### src/rtl/reg_file.sv
// Register file with two registered read ports and one write port.
// Tracks a sticky ALU overflow flag and a saturating count of writes.
module reg_file #(
  parameter int unsigned N     = 32,
  parameter int unsigned DEPTH = 8,
  parameter int unsigned AW    = 3
) (
  input  logic          clk,
  input  logic          rst_n,
  input  logic [AW-1:0] rd_addr_a,
  input  logic [AW-1:0] rd_addr_b,
  output logic [N-1:0]  rd_data_a,
  output logic [N-1:0]  rd_data_b,
  input  logic          wr_en,
  input  logic [AW-1:0] wr_addr,
  input  logic [N-1:0]  wr_data,
  input  logic          ov_in,
  input  logic          ov_clr,
  output logic          ov_flag,
  output logic [7:0]    wr_cnt
);

  localparam int unsigned CW      = 8;
  localparam logic [CW-1:0] CNT_MAX = {CW{1'b1}};

  logic [N-1:0] regs [DEPTH];
  logic         wr_ok_c;
  logic         byp_a_c;
  logic         byp_b_c;
  logic [N-1:0] nxt_a_c;
  logic [N-1:0] nxt_b_c;

  // A write is accepted only when it targets a non-zero register.
  always_comb begin
    wr_ok_c = 1'b0;
    byp_a_c = 1'b0;
    byp_b_c = 1'b0;
    nxt_a_c = '0;
    nxt_b_c = '0;
    wr_ok_c = wr_en && (wr_addr != AW'(0));
    byp_a_c = wr_ok_c && (wr_addr == rd_addr_a);
    byp_b_c = wr_ok_c && (wr_addr == rd_addr_b);
    nxt_a_c = byp_a_c ? wr_data : regs[rd_addr_a];
    nxt_b_c = byp_b_c ? wr_data : regs[rd_addr_b];
  end

  // Storage; entry 0 is cleared at reset and never written, so it reads as zero.
  always_ff @(posedge clk or negedge rst_n) begin
    if (!rst_n) begin
      for (int i = 0; i < int'(DEPTH); i++) begin
        regs[i] <= '0;
      end
    end else if (wr_ok_c) begin
      regs[wr_addr] <= wr_data;
    end
  end

  // Registered read ports with write-first bypass.
  always_ff @(posedge clk or negedge rst_n) begin
    if (!rst_n) begin
      rd_data_a <= '0;
      rd_data_b <= '0;
    end else begin
      rd_data_a <= nxt_a_c;
      rd_data_b <= nxt_b_c;
    end
  end

  // Sticky overflow: a qualified set beats a simultaneous clear.
  always_ff @(posedge clk or negedge rst_n) begin
    if (!rst_n) begin
      ov_flag <= 1'b0;
    end else if (wr_en && ov_in) begin
      ov_flag <= 1'b1;
    end else if (ov_clr) begin
      ov_flag <= 1'b0;
    end
  end

  always_ff @(posedge clk or negedge rst_n) begin
    if (!rst_n) begin
      wr_cnt <= '0;
    end else if (wr_ok_c && (wr_cnt != CNT_MAX)) begin
      wr_cnt <= wr_cnt + CW'(1);
    end
  end

endmodule

### config.mk
export PLATFORM = sky130hd
export DESIGN_NAME = reg_file
export DESIGN_NICKNAME = d
export VERILOG_FILES = /design/src/rtl/reg_file.sv
export SDC_FILE = /design/constraint.sdc
export NUM_CORES = 1
export LEC_CHECK = 0
export BUFFER_PORTS_ARGS = -buffer_cell sky130_fd_sc_hd__buf_2
export CAP_MARGIN = 20
export CELL_PAD_IN_SITES_DETAIL_PLACEMENT = 1
export CELL_PAD_IN_SITES_GLOBAL_PLACEMENT = 1
export CORE_MARGIN = 5
export CORE_UTILIZATION = 51
export CTS_CLUSTER_SIZE = 28
export DETAILED_ROUTE_END_ITERATION = 10
export PLACE_DENSITY = 0.88
export REMOVE_ABC_BUFFERS = 1
export SLEW_MARGIN = 25
export SYNTH_ARGS = -nofsm -noshare
export SYNTH_HDL_FRONTEND = slang
export SYNTH_SLANG_ARGS = --single-unit
### constraint.sdc
create_clock -name clk -period 1.75 [get_ports clk]
set_input_delay 0.2625 -clock clk [delete_from_list [all_inputs] [get_ports clk]]
set_output_delay 0.2625 -clock clk [all_outputs]
set_load 0.005 [all_outputs]
==> results.md <==
* Post-synthesis compound-gate area fraction at 0.0224
* H-tree depth at 2
* Total CTS buffers at 36
* Cell Pwr Density at roughly 1300 mW/mm²
* Post-synthesis mux area share at 0.382
* Worst-Skew Late Latency at around 530 ps
* Critical path depth at 3
* Total of max-cap violations at 0
* # Post-CTS Setup Buffers at 0
* Clock sinks at 329
* Sw Share at 0.284
* Crit-path slowest cell: mux4_2
* Most used DFF post-synth: dfrtp_1
* Rel. slew slack at 0.727
* Cell Chain, Critical Path: mux4_2 > mux2i_1 > a21oi_1
* Switching power at roughly 6.5 mW
* Resized cells post-CTS at 0
* CTS Root Buffer Type: clkbuf_16
* Most frequent cells in the layout: 329 x dfrtp_1, 209 x mux2_1, 124 x mux4_2
* Worst-path clk slew at 60 ps
* R2R Setup Slk at 210 ps
* DP HPWL at roughly 29000 µm
* Logic pwr share at 0.198
* Drt drc at 0
* Core ar. at roughly 0.031 mm²
* # fillers at 2802
* Register area share after synthesis at 0.519
* Critical path arrival at 1920 ps
* Required time of the critical path at 2130 ps
* YS warnings at 0
* Die extent in y at 186 µm
* # setup viols final at 0
* Fraction of registers with async set/reset at 1.00
* GRT Total Usage at 0.274
* Commonest non-fill, non-tap cell in the layout: dfrtp_1
* Hold Path Sink: rd_data_b[25]
* Final instance area at ~0.018 mm²
* Final-stage net count at 1183
* CP startpoint kind: flop
* CTS max path bufs at 3
* Crit Reg-Reg Startpoint: regs[74]
* Wirelength per Cell at 30.5 µm
* Leakage at between 8 and 9 nW
* FP Rows at 64
* Adder-cell share of the synthesized area at 0.000788
* Post-CTS Hold Fix Bufs at 3
* Pre-antenna DRT Iters at 5
* Area Overhead vs Synth at 16.0%
* Yosys cell types at 33
* Iter 0 DRT Violations at 850
* Hold Path Depth at 3
* Final Cycle Share at 0.881
* Peak VDD IR at around 0.00071 V
* Mean Syn Cell Area at 15.5 µm²
* Initial antenna violation count at 3
* Final ANT Viol Nets at 0
* Slew @ Worst Pin at 409 ps
* Total die area at 0.0348 mm²
* Placed Area at 0.0172 mm²
* Post-Syn Area at 0.0159 mm²
* Setup TNS Final at 0 ps
* Largest net degree at the start of global routing at 59
* Initial Util at 0.518
* Crit Path Class: flop to flop
* Worst stage delay on the critical path at 510 ps
* Post-DR vias/cell at 6.43
* Final Core Density at 0.600
* Cell-internal power at 16.5 mW
* Ratio of cells with drive above 1 in the final layout at 0.328
* Outcome: completed
* Vias in the first global route at 11500
* Kind of end point of the critical path: flop
* WP buf/inv at 0
* Hold crit path type: input port to flop
* IO buf count at about 120
* Global-route wire length before repair at 74300 µm
* Tmin final at 1540 ps
* Post-synth EDFFs at 0
* Maximum fanout along the worst path at 3
* DRT Wirelength at 47600 µm
* Final Hold Fails at 0
* Reg2reg path depth at 3
* Largest family of logic cells by synthesized area: multiplexers
* Worst-case clock skew at 26.0 ps
* Fin. max-slew vios at 0
* Hold Crit Start: wr_data[25]
* IO Count at 119
* Simple-gate portion of the synthesized area at 0.0266
* Share of power burned in registers at 0.459
* Reg2reg end: rd_data_b[10]
* RSZ-0062 raised after global routing: no
* Fmax at 648 MHz
* Grt ovf at 0
* Clock power share at 0.342
* Synth Area in XOR/XNOR at 0.00717
* CP top delay family: multiplexers
* CTS tree: yes
* Syn Inst Count at 1023
* Die W at about 190 µm
* Vias at 10000
* Register bit count reported by yosys at roughly 330
* Gpl congestion at 0.760
logic make-up after synthesis:
logic type / after synthesis
fa+ha+maj: 1
flops: 329
compound gates: 67
mux: 417
xor+xnor: 13
simple gates: 88
buf+inv: 108
cell usage after synthesis, types with 3 or more instances:
master	number	share of area
a21oi_1	64	0.020
nand2_1	5	0.0012
buf_6	18	0.013
nor2_1	65	0.015
mux4_2	124	0.18
nand3_1	3	0.00095
mux2_2	16	0.011
mux2_1	209	0.15
clkbuf_1	34	0.0080
dfrtp_1	329	0.52
buf_2	42	0.013
mux4_1	4	0.0066
buf_4	8	0.0038
mux2i_1	64	0.040
nand4b_1	3	0.0017
xnor2_1	11	0.0061
area by class of cell:
cell class | instances | area, µm² | area share
clock buffer | 55 | 1070 | 0.0583
timing repair buffer | 182 | 1460 | 0.0794
sequential | 329 | 8230 | 0.447
multi-input combinational | 586 | 7010 | 0.381
antenna | 1 | 2.50 | 0.000136
inverter | 1 | 3.75 | 0.000204
clock inverter | 10 | 133 | 0.00720
tap | 396 | 495 | 0.0269
state kept, by name, summed over array words and instances (netlist names):
signal and cells:
wr_cnt 8, ov_flag 1, rd_data_a 32, regs 256
rd_data_b 32
worst max path at each step:
stage	startpoint	to	slack (ps)
3_3_place_gp	rd_addr_b[0]	rd_data_b[0]	-20
4_1_cts	regs[10]	rd_data_b[10]	210
3_5_place_dp	rd_addr_b[0]	rd_data_b[10]	-60
2_1_floorplan	wr_addr[1]	regs[100]	-2320
6_report	regs[74]	rd_data_b[10]	210
5_1_grt	wr_cnt[0]	wr_cnt[5]	80
through the flow:
step | total power [mW] | hold slack [ps] | worst slack (ps) | cells
after detailed placement | 15.0 | 157 | -57.1 | 1491
final | 23.0 | 76.4 | 208 | 1560
after CTS | 23.1 | 61.9 | 211 | 1559
after floorplan | 12.7 | -33.1 | -2320 | 916
after global placement | 14.4 | 152 | -17.4 | 1491
after global routing | 24.0 | 72.3 | 84.5 | 1560
routing by layer:
metal / up-vias / global-route usage / wire, µm
met3: 139 / 0.0525 / 2620
met4: 2 / 0.0940 / 1680
met2: 429 / 0.471 / 24700
li1: 4053 / - / -
met1: 5413 / 0.352 / 18600
met5: - / 0 / 7
power by group through the flow:
stage	Clock [mW]	Sequential (mW)	Combinational [mW]
floorplan	0	10.1	2.61
global placement	0	10.3	4.19
detailed placement	0	10.5	4.48
CTS	7.98	10.5	4.63
global route	8.33	10.7	4.95
finish	7.88	10.6	4.57
tightest hold or removal path: stages:
cell and delay [ps]:
buf_2 150, nor2_1 110, a21oi_1 40
(Power assumes the default switching activity.)
